File: config.mk
export PLATFORM = sky130hd
export DESIGN_NAME = ecall_halt_unit
export DESIGN_NICKNAME = d
export VERILOG_FILES = /design/src/rtl/ecall_halt_unit.sv
export SDC_FILE = /design/constraint.sdc
export NUM_CORES = 1
export LEC_CHECK = 0
export BUFFER_PORTS_ARGS = -buffer_cell sky130_fd_sc_hd__buf_4
export CAP_MARGIN = 5
export CORE_AREA = 2 2 39 41
export DETAILED_ROUTE_END_ITERATION = 16
export DIE_AREA = 0 0 41 43
export PLACE_DENSITY_LB_ADDON = 0.1
export SETUP_SLACK_MARGIN = 0.3
export SYNTH_ARGS = -nofsm -noshare
export SYNTH_HDL_FRONTEND = slang
export SYNTH_SLANG_ARGS = --single-unit
File: constraint.sdc
create_clock -name i_clk -period 3.42 [get_ports i_clk]
set_input_delay 0.342 -clock i_clk [delete_from_list [all_inputs] [get_ports i_clk]]
set_output_delay 0.342 -clock i_clk [all_outputs]
set_load 0.005 [all_outputs]
File: src/rtl/ecall_halt_unit.sv
// ID-stage ecall handler: waits out x17 hazards, decides halt, then freezes fetch
// and drains older instructions until the ecall has retired through WB.
module ecall_halt_unit #(
  parameter logic [31:0] HALT_CODE    = 32'd10,
  parameter int unsigned ECALL_REG    = 17,
  parameter int unsigned DRAIN_CYCLES = 3
) (
  input  logic        i_clk,
  input  logic        i_reset,
  input  logic        i_is_ecall,
  input  logic [31:0] i_x17_value,
  input  logic [4:0]  i_id_ex_rd,
  input  logic        i_id_ex_reg_write,
  input  logic [4:0]  i_ex_mem_rd,
  input  logic        i_ex_mem_mem_read,
  output logic        o_pc_stall,
  output logic        o_id_ex_flush,
  output logic        o_halt_pending,
  output logic        o_is_halted
);

  localparam int unsigned CW  = $clog2(DRAIN_CYCLES + 1);
  localparam logic [4:0]  REG = 5'(ECALL_REG);

  typedef enum logic [1:0] {S_IDLE, S_WAIT, S_DRAIN, S_HALTED} state_t;

  state_t          r_state;
  logic [CW-1:0]   r_cnt;
  logic            w_hz;
  logic            w_halt_req;

  // x0 is never written, so an x0 ecall register can never be pending.
  assign w_hz = (REG != 5'd0) &&
                ((i_id_ex_reg_write && (i_id_ex_rd == REG)) ||
                 (i_ex_mem_mem_read && (i_ex_mem_rd == REG)));
  assign w_halt_req = (i_x17_value == HALT_CODE);

  always_comb begin
    o_pc_stall     = 1'b0;
    o_id_ex_flush  = 1'b0;
    o_halt_pending = 1'b0;
    case (r_state)
      S_IDLE, S_WAIT: begin
        // On the halt decision the ecall itself must still enter ID/EX.
        if (i_is_ecall) begin
          if (w_hz) begin
            o_pc_stall    = 1'b1;
            o_id_ex_flush = 1'b1;
          end else if (w_halt_req) begin
            o_pc_stall    = 1'b1;
          end
        end
      end
      S_DRAIN: begin
        o_pc_stall     = 1'b1;
        o_id_ex_flush  = 1'b1;
        o_halt_pending = 1'b1;
      end
      S_HALTED: begin
        o_pc_stall    = 1'b1;
        o_id_ex_flush = 1'b1;
      end
      default: ;
    endcase
    if (i_reset) begin
      o_pc_stall     = 1'b0;
      o_id_ex_flush  = 1'b0;
      o_halt_pending = 1'b0;
    end
  end

  always_ff @(posedge i_clk or posedge i_reset) begin
    if (i_reset) begin
      r_state     <= S_IDLE;
      r_cnt       <= '0;
      o_is_halted <= 1'b0;
    end else begin
      case (r_state)
        S_IDLE, S_WAIT: begin
          if (!i_is_ecall) begin
            r_state <= S_IDLE;
          end else if (w_hz) begin
            r_state <= S_WAIT;
          end else if (w_halt_req) begin
            r_state <= S_DRAIN;
            r_cnt   <= CW'(DRAIN_CYCLES);
          end else begin
            r_state <= S_IDLE;
          end
        end
        S_DRAIN: begin
          if (r_cnt == CW'(1)) begin
            r_state     <= S_HALTED;
            r_cnt       <= '0;
            o_is_halted <= 1'b1;
          end else begin
            r_cnt <= r_cnt - CW'(1);
          end
        end
        S_HALTED: r_state <= S_HALTED;
        default:  r_state <= S_IDLE;
      endcase
    end
  end

endmodule

# Word level (Yosys, flattened, before mapping)
# Cells that the tools add are included.
# op_classes
eq_ne	11
n_reduce_logical	9
n_mux	21
add_sub_neg	1
# op_table
cell	count
32-bit by 4-bit equality test with 1-bit output (second input constant)	1
2-bit two-way mux	8
5-bit equality test (second input constant)	2
1-bit two-way mux	9
2-bit != test (second input constant)	4
2-bit one-hot mux with 3 select lines	1
2-bit by 1-bit equality test with 1-bit output (second input constant)	2
2-bit equality test (second input constant)	2
1-bit one-hot mux with 2 select lines	2
2-bit one-hot mux with 2 select lines	1
4-bit AND reduction	1
2-bit OR reduction	2
1-bit logical AND	2
2-bit zero test	1
2-bit AND reduction	1
2-bit nonzero test	1
2-bit by 1-bit subtractor with 2-bit output (second input constant)	1
1-bit logical OR	1
# word_totals
out_inout_bits	4
reg_bits	5

# Logic depth before layout (Yosys ltp)
# Gate-level depths: netlist of run 1.
# depth
depth_word	7
ltp_mapped	5
depth_no_buf	5

# Worst setup path after synthesis of run 1
# Ideal clock, no wire load.
# synth_timing
path_type	input-to-output
from	input port i_ex_mem_rd[1]
to	output port o_pc_stall
stages	4
setup_slack_ns	1.791
arrival_ns	1.287
cell_sequence	or4b_1 -> o22ai_2 -> a21oi_2 -> a21oi_1
# synth_via
elab_chain_cells	7
# synth_lines
item	line	text
from (decl)	14	input logic [4:0] i_ex_mem_rd,
5-bit equality test	35	(i_ex_mem_mem_read && (i_ex_mem_rd == REG)));
1-bit logical AND	35	
1-bit logical OR	34	((i_id_ex_reg_write && (i_id_ex_rd == REG)) ||
1-bit two-way mux	46	if (w_hz) begin
1-bit two-way mux	45	if (i_is_ecall) begin
1-bit one-hot mux with 2 select lines	42	case (r_state)
1-bit two-way mux	65	if (i_reset) begin
to (decl)	16	output logic o_pc_stall,
# Every way passes these cells.

# Worst setup path after layout of run 1
# Same ends and word-level chain as after synthesis.

==> results of run 1 <==
cell families (layout without fill, tap and decap cells):
logic type,Yosys count,after routing
compound gates,8,8
fa+ha+maj,1,1
buf+inv,3,57
flops,5,5
simple gates,25,25
cell usage in the layout, fill, tap and decap left out, types with 2 or more instances in the layout:
master	instances
buf_4	50
dfrtp_1	5
nor4_1	4
nor2_1	4
nand2_1	3
inv_1	3
clkbuf_4	3
or4b_1	2
nor3_1	2
nand2b_1	2
a21oi_1	2
o21ai_1	2
state kept, by name, indices dropped and copies added (netlist names):
register     cells
o_is_halted      1
r_cnt            2
r_state          2
how the worst min path moves through the flow:
stage / to
after floorplan: o_is_halted
after global placement: o_is_halted
after detailed placement: r_state[0]
after CTS: r_state[0]
after global routing: r_state[0]
final: r_state[0]
report_power, final:
group / internal, mW / total [mW] / switching [mW] / leakage, nW
logic: 0.0363 / 0.0474 / 0.0111 / 0.353
clock network: 0.0440 / 0.0661 / 0.0221 / 0.0150
registers: 0.0595 / 0.0595 / 0.0000186 / 0.0594
total: 0.140 / 0.173 / 0.0332 / 0.428
metrics by stage:
| step | utilization, % | std cells | total power [mW] |
|---|---|---|---|
| floorplan | - | 42 | 0.06646 |
| global placement | 55.88 | 108 | 0.1072 |
| detailed placement | 55.88 | 108 | 0.1083 |
| CTS | 57.78 | 112 | 0.1764 |
| global route | 57.78 | 112 | 0.1827 |
| finish | 57.78 | 112 | 0.1730 |
layer usage:
metal,routed length [µm],share of wire [%],vias up,GRT usage [%]
met5,0,0,-,0
met4,0,0,0,11.33
met3,68,5.6,0,1.047
met2,701,58,18,25.94
met1,434,36,234,18.77
li1,-,-,268,-
final cells by class:
type | instances | share of cell area, %
Timing Repair Buffer | 50 | 46.95
Multi-Input combinational cell | 34 | 30.20
Sequential cell | 5 | 15.65
Clock buffer | 4 | 3.286
Tap cell | 16 | 2.504
Inverter | 3 | 1.408
==> metrics.log, run 1 <==
INFO  metric cap_viol_max_count = 0
INFO  metric synthXorXnorAreaFrac = 0%
INFO  metric detail_route.drc_violations = 0
INFO  metric gp_congestion = 0.6977
INFO  metric first_global_vias = 532
INFO  metric critPathMaxFanout = 3
INFO  metric crit_path_start = i_ex_mem_rd[1]
INFO  metric cts_buffers = 3
INFO  metric synth.top_cells.by_area = dfrtp_1 (33%), nor4_1 (6.6%), or4b_1 (5.3%), nor3_4 (4.3%), nand4b_2 (4.0%)
INFO  metric synth.cells.most_frequent = dfrtp_1 (5), nor2_1 (4), nor4_1 (4)
INFO  metric place.port_buffers = 50
INFO  metric global_route_total_usage_across_every_layer = 16.10%
INFO  metric worst_pin_slew = 0.2586 ns
INFO  metric r2r_end = r_cnt[1]
INFO  metric cp-end-kind = primary output
INFO  metric finalSetupTns = 0 ns
INFO  metric synth_top_area_cell = dfrtp_1
INFO  metric clock.fmax = 536.8 MHz
INFO  metric post-route-worst-setup-slack = 1.557 ns
INFO  metric clock_tree.buffer_depth = 2
INFO  metric synthesis.instances = 42
INFO  metric r2r-start = r_cnt[0]
INFO  metric setup_slack_placement = 1.552 ns
INFO  metric grt_first_pass_wirelength = 1973 µm
INFO  metric synth_compound_gate_area_share = 14.24%
INFO  metric fillerInstances = 146
INFO  metric synth_flop_cell = dfrtp_1
INFO  metric timing.setup.critical_path_class = input pin to primary output
INFO  metric n_antenna_cell = 0
INFO  metric postCtsResizedCells = 0
INFO  metric final.setup_skew = 0.004418 ns
INFO  metric hold_violations = 0
INFO  metric areaGrowthSynthToFinish = 111.6%
INFO  metric drtAntennaViolNets = 0
INFO  metric avgRoutedWirePerCell = 10.75 µm
INFO  metric die_y = 43 µm
INFO  metric die_area = 1763 µm²
INFO  metric antenna_found_initial = 0
INFO  metric max_stage_delay = 0.53 ns
INFO  metric r2r_cells = 3
INFO  metric slowest_stage = or4b_1
INFO  metric ir_drop = 0.08891 mV
INFO  metric ys_seq_elements = 5
INFO  metric placedInstanceArea = 773.2 µm²
INFO  metric cts_tree = yes
INFO  metric timing.critical_path.cells = buf_4, or4b_1, o22ai_2, a21oi_2, a21oi_1, buf_4
INFO  metric number_of_top_level_pins = 51
INFO  metric synthAdderAreaFrac = 3.311%
INFO  metric p_leak = 0.4276 nW
INFO  metric insertion_delay = 0.24 ns
INFO  metric critical_path.most_common_cell = buf_4
INFO  metric postSynthAreaPerCell = 8.997 µm²
INFO  metric initial_utilization = 27.31%
INFO  metric routed_wirelength = 1204 µm
INFO  metric multiInputGateArea = 241.5 µm²
INFO  metric setup_viol = 0
INFO  metric drtIter0Drc = 4
INFO  metric yosysSeqAreaShare = 33.11%
INFO  metric critical-path-top-delay-family = simple AND/OR/NAND/NOR gates
INFO  metric synth_nets = 90
INFO  metric yosys.area_share.simple = 46.36%
INFO  metric num_vias = 520
INFO  metric r2r_setup_slack = 2.39 ns
INFO  metric grt_start_max_net_pins = 8
INFO  metric place.detailed.hpwl = 1124 µm
INFO  metric dominant_combinational_cell_family_by_area_after_synthesis = simple AND/OR/NAND/NOR gates
INFO  metric library_cell_with_the_highest_instance_count_after_synthesis = dfrtp_1
INFO  metric post-synth-top-area-fraction = 33.11%
INFO  metric fraction_of_layout_instances_using_a_drive_strength_above_1 = 60.42%
INFO  metric die_w = 41 µm
INFO  metric mappedNetlistArea = 377.9 µm²
INFO  metric finalCriticalPeriod = 1.863 ns
INFO  metric finish.instance_area = 799.5 µm²
INFO  metric timing.max_slew.rel_slack = 82.60%
INFO  metric power_density_of_the_placed_cells = 216.4 nW/µm²
INFO  metric clock_tree.htree_level_count = 1
INFO  metric critical_path.startpoint_type = input pin
INFO  metric synth.mux.area_fraction = 0%
INFO  metric grt_overflow = 0
INFO  metric sequential_cell_area = 125.1 µm²
INFO  metric worstPathRequired = 3.08 ns
INFO  metric rsz_0062_raised_after_global_routing = false
INFO  metric floorplan.rows = 14
INFO  metric fin_crit_sh = 54.47%
INFO  metric viasPerCell = 4.643
INFO  metric post-cts-setup-buffer-count = 0
INFO  metric cp.buffers_inverters = 2
INFO  metric worst-endpoint-arrival = 1.52 ns
INFO  metric drtPass1Iterations = 4
INFO  metric endpoint = o_pc_stall
INFO  metric clk_pin_slew_worst_paths = 0.04 ns
INFO  metric layout.nets = 145
INFO  metric class_of_the_tightest_hold_or_removal_check = input pin to async pin
INFO  metric timing.hold.ws = 0.02270 ns
INFO  metric synth-warning-count = 0
INFO  metric critical_path_depth = 6
INFO  metric post_cts_hold_buffer_count = 0
INFO  metric clk_root_buffer_cell = clkbuf_4
INFO  metric floorplan.core_area = 1384 µm²
INFO  metric yosys.cell_types.count = 23
INFO  metric synth_enable_flop_cells = 0
INFO  metric run_status = finished, final reports clean
INFO  metric cts_num_sinks = 5
INFO  metric synth-async-reset-ratio = 100.0%
INFO  metric timing.final.max_slew_violations = 0
No activity file was read; power rests on OpenSTA's default activity.
==> run 2: changes to the inputs <==
--- a/config.mk
+++ b/config.mk
@@ -7,9 +7,9 @@
 export LEC_CHECK = 0
 export BUFFER_PORTS_ARGS = -buffer_cell sky130_fd_sc_hd__buf_4
 export CAP_MARGIN = 5
-export CORE_AREA = 2 2 39 41
+export CORE_MARGIN = 1
+export CORE_UTILIZATION = 29
 export DETAILED_ROUTE_END_ITERATION = 16
-export DIE_AREA = 0 0 41 43
 export PLACE_DENSITY_LB_ADDON = 0.1
 export SETUP_SLACK_MARGIN = 0.3
 export SYNTH_ARGS = -nofsm -noshare
==> constraint.sdc (replaced) <==
create_clock -name i_clk -period 1.9 [get_ports i_clk]
set_input_delay 0.19 -clock i_clk [delete_from_list [all_inputs] [get_ports i_clk]]
set_output_delay 0.19 -clock i_clk [all_outputs]
set_load 0.005 [all_outputs]
==> run 2 against run 1 <==
Sequential power grew 80%. Clock power increased by 82%. Die area decreased by 18%. Via count is 6.9% higher. Worst hold slack better by 0.21 ns. Worst setup slack worse by 1.2 ns. First-iteration DRC count grew 50%. Sequential share of layout area shrank 0.43 points. Non-clock buffer count grew 1. Largest power group unchanged.
==> metrics.log, run 2 (synthesis gave the netlist of run 1 again) <==
INFO  metric final.setup_skew = 0.006349 ns (was 0.004418 ns)
INFO  metric critical-path-top-delay-family = simple AND/OR/NAND/NOR gates (unchanged)
INFO  metric avgRoutedWirePerCell = 11.16 µm (was 10.75 µm)
INFO  metric grt_overflow = 0 (unchanged)
INFO  metric insertion_delay = 0.24 ns (about the same)
INFO  metric seq_power_share = 33.8% (was 34.4%)
INFO  metric critPathMaxFanout = 3 (unchanged)
INFO  metric worst_pin_slew = 0.2613 ns (was 0.2586 ns)
INFO  metric fraction_of_layout_instances_using_a_drive_strength_above_1 = 60.82% (was 60.42%)
INFO  metric timing.final.max_slew_violations = 0 (unchanged)
INFO  metric timing.setup.critical_path_class = input pin to primary output (unchanged)
INFO  metric multiInputGateArea = 252.7 µm² (was 241.5 µm²)
INFO  metric critical_path.most_common_cell = buf_4 (unchanged)
INFO  metric cp.buffers_inverters = 2 (unchanged)
INFO  metric drtPass1Iterations = 4 (unchanged)
INFO  metric viasPerCell = 5.009 (was 4.643)
INFO  metric post-route-worst-setup-slack = 0.3674 ns (was 1.557 ns)
INFO  metric drtIter0Drc = 6 (was 4)
INFO  metric fillerInstances = 93 (was 146)
INFO  metric reg_top3 = r_cnt (2), r_state (2), o_is_halted (1) (unchanged)
INFO  metric grt_start_max_net_pins = 8 (unchanged)
INFO  metric number_of_top_level_pins = 51 (unchanged)
INFO  metric rsz_0062_raised_after_global_routing = false (unchanged)
INFO  metric hold_path_depth = 3
INFO  metric sequential_cell_area = 125.1 µm² (unchanged)
INFO  metric grt_first_pass_wirelength = 1959 µm (was 1973 µm)
INFO  metric areaGrowthSynthToFinish = 117.5% (was 111.6%)
INFO  metric num_vias = 556 (was 520)
INFO  metric cap_viol_max_count = 0 (unchanged)
INFO  metric cts_tree = yes (unchanged)
INFO  metric place.port_buffers = 50 (unchanged)
INFO  metric pwr-share-comb = 28.4% (was 27.4%)
INFO  metric power_switching_share = 19.77% (was 19.21%)
INFO  metric timing.critical_path.cells = buf_4, or4b_4, o22ai_4, a21oi_2, a21oi_1, buf_4 (was buf_4, or4b_1, o22ai_2, a21oi_2, a21oi_1, buf_4)
INFO  metric n_antenna_cell = 0 (unchanged)
INFO  metric clock.fmax = 652.5 MHz
INFO  metric drtAntennaViolNets = 0 (unchanged)
INFO  metric critical_path.startpoint_type = input pin (unchanged)
INFO  metric setup_viol = 0 (unchanged)
INFO  metric class_of_the_tightest_hold_or_removal_check = input pin to flop (was input pin to async pin)
INFO  metric setup_slack_placement = 0.3381 ns (was 1.552 ns)
INFO  metric max_stage_delay = 0.52 ns (was 0.53 ns)
INFO  metric worstPathRequired = 1.71 ns (was 3.08 ns)
INFO  metric critical_path_depth = 6 (unchanged)
INFO  metric layout_common_cells = buf_4 (49), dfrtp_1 (5), nor4_1 (4), nor2_1 (4) (was buf_4 (50), dfrtp_1 (5), nor4_1 (4), nor2_1 (4))
INFO  metric detail_route.drc_violations = 0 (unchanged)
INFO  metric ir_drop = 0.1956 mV (was 0.08891 mV)
INFO  metric cp-end-kind = primary output (unchanged)
INFO  metric slowest_stage = or4b_4 (was or4b_1)
INFO  metric cts_buffers = 3 (unchanged)
INFO  metric clock_tree.buffer_depth = 2 (unchanged)
INFO  metric p_switching = 62.77 µW (was 33.24 µW)
INFO  metric antenna_found_initial = 0 (unchanged)
INFO  metric clk_root_buffer_cell = clkbuf_4 (unchanged)
INFO  metric clock_tree.htree_level_count = 1 (unchanged)
INFO  metric floorplan.rows = 12 (was 14)
INFO  metric power_report.internal_total = 254.7 µW (was 139.8 µW)
INFO  metric clk_pin_slew_worst_paths = 0.04 ns (about the same)
INFO  metric layout_commonest_cell = buf_4 (unchanged)
INFO  metric layout.nets = 146 (was 145)
INFO  metric hold_violations = 0 (unchanged)
INFO  metric finalSetupTns = 0 ns (unchanged)
INFO  metric finalCriticalPeriod = 1.533 ns
INFO  metric timing.max_slew.rel_slack = 82.33% (was 82.60%)
INFO  metric global_route_total_usage_across_every_layer = 19.63% (was 16.10%)
INFO  metric run_status = finished, final reports clean (unchanged)
INFO  metric die_w = 38.10 µm (was 41 µm)
INFO  metric cts_num_sinks = 5 (unchanged)
INFO  metric place.detailed.hpwl = 1110 µm (was 1124 µm)
INFO  metric p_leak = 0.4343 nW (was 0.4276 nW)
INFO  metric worst-endpoint-arrival = 1.34 ns (was 1.52 ns)
INFO  metric r2r_cells = 3 (unchanged)
INFO  metric die_y = 38.10 µm (was 43 µm)
INFO  metric gp_congestion = 0.6670 (was 0.6977)
INFO  metric floorplan.core_area = 1156 µm² (was 1384 µm²)
INFO  metric fin_crit_sh = 80.66%
INFO  metric die_area = 1451 µm² (was 1763 µm²)
INFO  metric finish.instance_area = 822.0 µm² (was 799.5 µm²)
INFO  metric post-cts-setup-buffer-count = 0 (unchanged)
INFO  metric power_density_of_the_placed_cells = 386.2 nW/µm² (was 216.4 nW/µm²)
INFO  metric initial_utilization = 32.68% (was 27.31%)
INFO  metric share_clk_of_total_power = 37.9% (was 38.2%)
INFO  metric routed_wirelength = 1239 µm (was 1204 µm)
INFO  metric first_global_vias = 568 (was 532)
INFO  metric placedInstanceArea = 770.7 µm² (was 773.2 µm²)
==> run 2: changes by cell type in the layout (fill, tap and decap cells not counted) <==
cell	before	now
or4b_1	2	1
o22ai_4	0	1
o22ai_2	1	0
dlygate4sd3_1	0	1
buf_4	50	49
buf_6	0	1
or4b_4	0	1
==> run 2: final cells by class <==
cell class                 instances  share of cell area, %
inverter                           3                  1.370
timing repair buffer              51                  47.34
multi-input combinational         34                  30.75
clock buffer                       4                  3.196
sequential                         5                  15.22
tap                               14                  2.131
==> run 2: final timing paths <==
path                                 from     endpoint  slack, ns
hold / removal                 i_is_ecall   r_state[0]       0.23
max in group asynchronous         i_reset  o_is_halted       1.31
setup reg to reg                 r_cnt[0]     r_cnt[1]       0.83
hold reg to reg               o_is_halted  o_is_halted       0.47
setup / recovery           i_ex_mem_rd[3]   o_pc_stall       0.37
min in group asynchronous         i_reset     r_cnt[1]       0.42
==> run 2: tightest hold or removal path: stages <==
cell,delay [ns]
buf_4,0.09
a21oi_2,0.06
nor2_1,0.09
==> run 2: through the flow <==
step	utilization (%)	hold WS [ns]	power, mW	std cells
final	71.10	0.2335	0.3174	111
after floorplan	-	-0.03148	0.1196	42
after global routing	71.10	0.2511	0.3343	111
after global placement	66.67	0.1233	0.1923	106
after detailed placement	66.67	0.1264	0.1947	106
after CTS	69.81	0.2286	0.3191	111
==> run 2: what timing repair did <==
item	in CTS	in global routing
setup endpoints to repair	0	1
hold buffers	1	0
gates resized for setup	0	3
hold endpoints to repair	5	0
==> run 2: per-layer routing <==
layer,global-route usage [%],part of all wire (%)
met2,39.41,59
met5,0,0
met1,16.36,31
met4,12.50,0
met3,4.651,9.0
==> run 2: power by group through the flow <==
stage	registers, mW	clock network, mW	logic, mW
floorplan	0.109	0	0.0109
global placement	0.109	0	0.0836
detailed placement	0.109	0	0.0860
CTS	0.107	0.124	0.0876
global route	0.107	0.130	0.0969
finish	0.107	0.120	0.0901
==> run 3: changes to the inputs <==
--- a/config.mk
+++ b/config.mk
@@ -5,10 +5,11 @@
 export SDC_FILE = /design/constraint.sdc
 export NUM_CORES = 1
 export LEC_CHECK = 0
+export ABC_AREA = 1
 export BUFFER_PORTS_ARGS = -buffer_cell sky130_fd_sc_hd__buf_4
 export CAP_MARGIN = 5
 export CORE_MARGIN = 1
-export CORE_UTILIZATION = 29
+export CORE_UTILIZATION = 36
 export DETAILED_ROUTE_END_ITERATION = 16
 export PLACE_DENSITY_LB_ADDON = 0.1
 export SETUP_SLACK_MARGIN = 0.3
==> constraint.sdc (replaced) <==
create_clock -name i_clk -period 1.5 [get_ports i_clk]
set_input_delay 0.15 -clock i_clk [delete_from_list [all_inputs] [get_ports i_clk]]
set_output_delay 0.15 -clock i_clk [all_outputs]
set_load 0.005 [all_outputs]
==> run 3 against run 2 <==
Critical path depth shrank 1. Power grew 84%. Clock skew shrank 0.0036 ns. First-iteration DRC count shrank 17%. Sequential share of layout area shrank 3.6 points. Worst hold slack lost 0.041 ns. Die area grew 17%. Largest cell class unchanged. Highest routed layer unchanged.
==> metrics.log, run 3 <==
INFO  metric finalCriticalPeriod = 1.238 ns
INFO  metric dominant_combinational_cell_family_by_area_after_synthesis = simple AND/OR/NAND/NOR gates (unchanged)
INFO  metric hold_violations = 0 (unchanged)
INFO  metric place_inst = 167 (was 106)
INFO  metric cts_tree = yes (unchanged)
INFO  metric synthAdderAreaFrac = 2.257% (was 3.311%)
INFO  metric die_area = 1701 µm² (was 1451 µm²)
INFO  metric die_w = 41.24 µm (was 38.10 µm)
INFO  metric drtAntennaViolNets = 0 (unchanged)
INFO  metric max_stage_delay = 0.38 ns (was 0.52 ns)
INFO  metric critical-path-top-delay-family = flip-flops (was simple AND/OR/NAND/NOR gates)
INFO  metric layout.nets = 212 (was 146)
INFO  metric grt_overflow = 0 (unchanged)
INFO  metric synth-warning-count = 0 (unchanged)
INFO  metric detail_route.drc_violations = 0 (unchanged)
INFO  metric routed_wirelength = 1581 µm (was 1239 µm)
INFO  metric synthesis.instances = 102 (was 42)
INFO  metric n_antenna_cell = 0 (unchanged)
INFO  metric post-synth-top-area-fraction = 22.57% (was 33.11%)
INFO  metric floorplan.core_area = 1366 µm² (was 1156 µm²)
INFO  metric grt_first_pass_wirelength = 2097 µm (was 1959 µm)
INFO  metric drtPass1Iterations = 4 (unchanged)
INFO  metric worst_pin_slew = 0.2402 ns (was 0.2613 ns)
INFO  metric instances_no_fill = 178 (was 111)
INFO  metric clk_root_buffer_cell = clkbuf_4 (unchanged)
INFO  metric floorplan.rows = 13 (was 12)
INFO  metric timing.final.max_slew_violations = 0 (unchanged)
INFO  metric finish.instance_area = 1074 µm² (was 822.0 µm²)
INFO  metric power_density_of_the_placed_cells = 543.3 nW/µm² (was 386.2 nW/µm²)
INFO  metric yosys.cell_types.count = 17 (was 23)
INFO  metric fraction_of_layout_instances_using_a_drive_strength_above_1 = 47.85% (was 60.82%)
INFO  metric finalSetupTns = 0 ns (unchanged)
INFO  metric yosysSeqAreaShare = 22.57% (was 33.11%)
INFO  metric p_leak = 0.5953 nW (was 0.4343 nW)
INFO  metric post-route-worst-setup-slack = 0.2623 ns (was 0.3674 ns)
INFO  metric cp-end-kind = primary output (unchanged)
INFO  metric clock.fmax = 807.9 MHz
INFO  metric setup_slack_placement = 0.3191 ns (was 0.3381 ns)
INFO  metric timing.max_slew.rel_slack = 83.93% (was 82.33%)
INFO  metric layout_commonest_cell = buf_4 (unchanged)
INFO  metric fillerInstances = 100 (was 93)
INFO  metric critical_path.startpoint_type = flop (was input pin)
INFO  metric critPathMaxFanout = 5 (was 3)
INFO  metric num_vias = 812 (was 556)
INFO  metric synth_compound_gate_area_share = 4.966% (was 14.24%)
INFO  metric viasPerCell = 4.562 (was 5.009)
INFO  metric gp_congestion = 0.6944 (was 0.6670)
INFO  metric antenna_found_initial = 0 (unchanged)
INFO  metric yosys.area_share.simple = 55.98% (was 46.36%)
INFO  metric first_global_vias = 631 (was 568)
INFO  metric mappedNetlistArea = 554.3 µm² (was 377.9 µm²)
INFO  metric die_y = 41.24 µm (was 38.10 µm)
INFO  metric place.port_buffers = 50 (unchanged)
INFO  metric grt_start_max_net_pins = 7 (was 8)
INFO  metric postSynthAreaPerCell = 5.434 µm² (was 8.997 µm²)
INFO  metric global_route_total_usage_across_every_layer = 18.56% (was 19.63%)
INFO  metric synth_flop_cell = dfrtp_1 (unchanged)
INFO  metric placedInstanceArea = 948.4 µm² (was 770.7 µm²)
INFO  metric timing.hold.ws = 0.1922 ns (was 0.2335 ns)
INFO  metric synthXorXnorAreaFrac = 0% (unchanged)
INFO  metric ys_seq_elements = 5 (unchanged)
INFO  metric final.setup_skew = 0.002795 ns (was 0.006349 ns)
INFO  metric run_status = finished, final reports clean (unchanged)
INFO  metric slowest_stage = dfrtp_1 (was or4b_4)
INFO  metric class_of_the_tightest_hold_or_removal_check = input pin to flop (unchanged)
INFO  metric cp.buffers_inverters = 3 (was 2)
INFO  metric synth_enable_flop_cells = 0 (unchanged)
INFO  metric synth.cells.most_frequent = nor2_1 (28), nand2_1 (24), inv_1 (19) (was dfrtp_1 (5), nor2_1 (4), nor4_1 (4))
INFO  metric clk_pin_slew_worst_paths = 0.05 ns (was 0.04 ns)
INFO  metric rsz_0062_raised_after_global_routing = true (was false)
INFO  metric reg_top3 = r_cnt (2), r_state (2), o_is_halted (1) (unchanged)
INFO  metric timing.critical_path.cells = inv_2, nor2_4, inv_4, nor2_4, buf_6 (was buf_4, or4b_4, o22ai_4, a21oi_2, a21oi_1, buf_4)
INFO  metric synth-async-reset-ratio = 100.0% (unchanged)
INFO  metric number_of_top_level_pins = 51 (unchanged)
INFO  metric place.detailed.hpwl = 1253 µm (was 1110 µm)
INFO  metric timing.setup.critical_path_class = flop to primary output (was input pin to primary output)
INFO  metric initial_utilization = 40.57% (was 32.68%)
INFO  metric cts_buffers = 3 (unchanged)
INFO  metric ir_drop = 0.4478 mV (was 0.1956 mV)
INFO  metric library_cell_with_the_highest_instance_count_after_synthesis = nor2_1 (was dfrtp_1)
INFO  metric critical_path.most_common_cell = nor2_4 (was buf_4)
INFO  metric design_power = 583.3 µW (was 317.4 µW)
INFO  metric synth_top_area_cell = dfrtp_1 (unchanged)
INFO  metric layout_common_cells = buf_4 (54), nor2_1 (23), nand2_1 (23), inv_1 (18), nor2_2 (8) (was buf_4 (49), dfrtp_1 (5), nor4_1 (4), nor2_1 (4))
INFO  metric drtIter0Drc = 5 (was 6)
INFO  metric cap_viol_max_count = 0 (unchanged)
INFO  metric insertion_delay = 0.24 ns (about the same)
INFO  metric synth.top_cells.by_area = dfrtp_1 (23%), nor2_1 (19%), nand2_1 (16%), inv_1 (13%), nand3_1 (6.3%) (was dfrtp_1 (33%), nor4_1 (6.6%), or4b_1 (5.3%), nor3_4 (4.3%), nand4b_2 (4.0%))
INFO  metric areaGrowthSynthToFinish = 93.68% (was 117.5%)
INFO  metric clock_tree.buffer_depth = 2 (unchanged)
INFO  metric worstPathRequired = 1.35 ns (was 1.71 ns)
INFO  metric synth_nets = 150 (was 90)
INFO  metric fin_crit_sh = 82.52%
INFO  metric worst-endpoint-arrival = 1.09 ns (was 1.34 ns)
INFO  metric clock_tree.htree_level_count = 1 (unchanged)
INFO  metric setup_viol = 0 (unchanged)
INFO  metric cts_num_sinks = 5 (unchanged)
INFO  metric avgRoutedWirePerCell = 8.882 µm (was 11.16 µm)
INFO  metric synth.mux.area_fraction = 0% (unchanged)
INFO  metric post-route-util = 78.57% (was 71.10%)
-- run 3: cell type report --
cell class | instances | area (µm²) | area share, %
multi-input cells | 76 | 384.1 | 35.78
repair buffers | 57 | 437.9 | 40.79
inverters | 21 | 81.33 | 7.576
well taps | 15 | 18.77 | 1.748
clock buffers | 4 | 26.28 | 2.448
flip-flops and latches | 5 | 125.1 | 11.66
-- run 3: cells by family (layout without fill, tap and decap cells) --
logic type,count (synthesis),count (layout)
AND/OR/NAND/NOR,70,70
adder cells (fa/ha/maj),1,1
buffers and inverters,21,82
AO/OA/AOI/OAI,5,5
flip-flops,5,5
-- run 3: report_power, final --
group / total, mW / switching (mW) / internal, mW
logic: 0.226 / 0.0874 / 0.139
registers: 0.196 / 0.0260 / 0.170
clock network: 0.161 / 0.0600 / 0.101
-- run 3: worst paths after layout --
check	startpoint	endpoint	slack, ns	cells past startpoint
setup / recovery	r_state[1]	o_halt_pending	0.26	5
hold / removal	i_is_ecall	r_state[0]	0.19	3
setup reg to reg	r_state[1]	r_cnt[1]	0.27	7
hold reg to reg	o_is_halted	o_is_halted	0.49	1
max in group asynchronous	i_reset	o_is_halted	0.86	3
min in group asynchronous	i_reset	r_state[0]	0.44	3
-- run 3: what timing repair did --
item,4_1_cts,5_1_grt
setup endpoints to repair,2,3
buffers inserted,0,6
hold buffers,1,0
endpoints found under the hold margin,5,0
pin swaps,0,8
resized for setup,2,13
-- run 3: routing by layer --
metal  track usage (%)  routed length [µm]  up-vias  part of all wire (%)
li1                  -                   -      423                     -
met1             17.31                 602      352                    38
met2             38.67                 866       37                    55
met3             6.522                 113        0                   7.1
met4             1.613                   0        0                     0
met5                 0                   0        -                     0
-- run 3: worst reg2reg max path: stages (launching register included) --
cell     delay [ns]
dfrtp_1        0.38
inv_2          0.07
nor2_4         0.15
inv_4          0.07
buf_4          0.14
or2_0          0.19
nand3_1        0.08
nand2_1        0.05
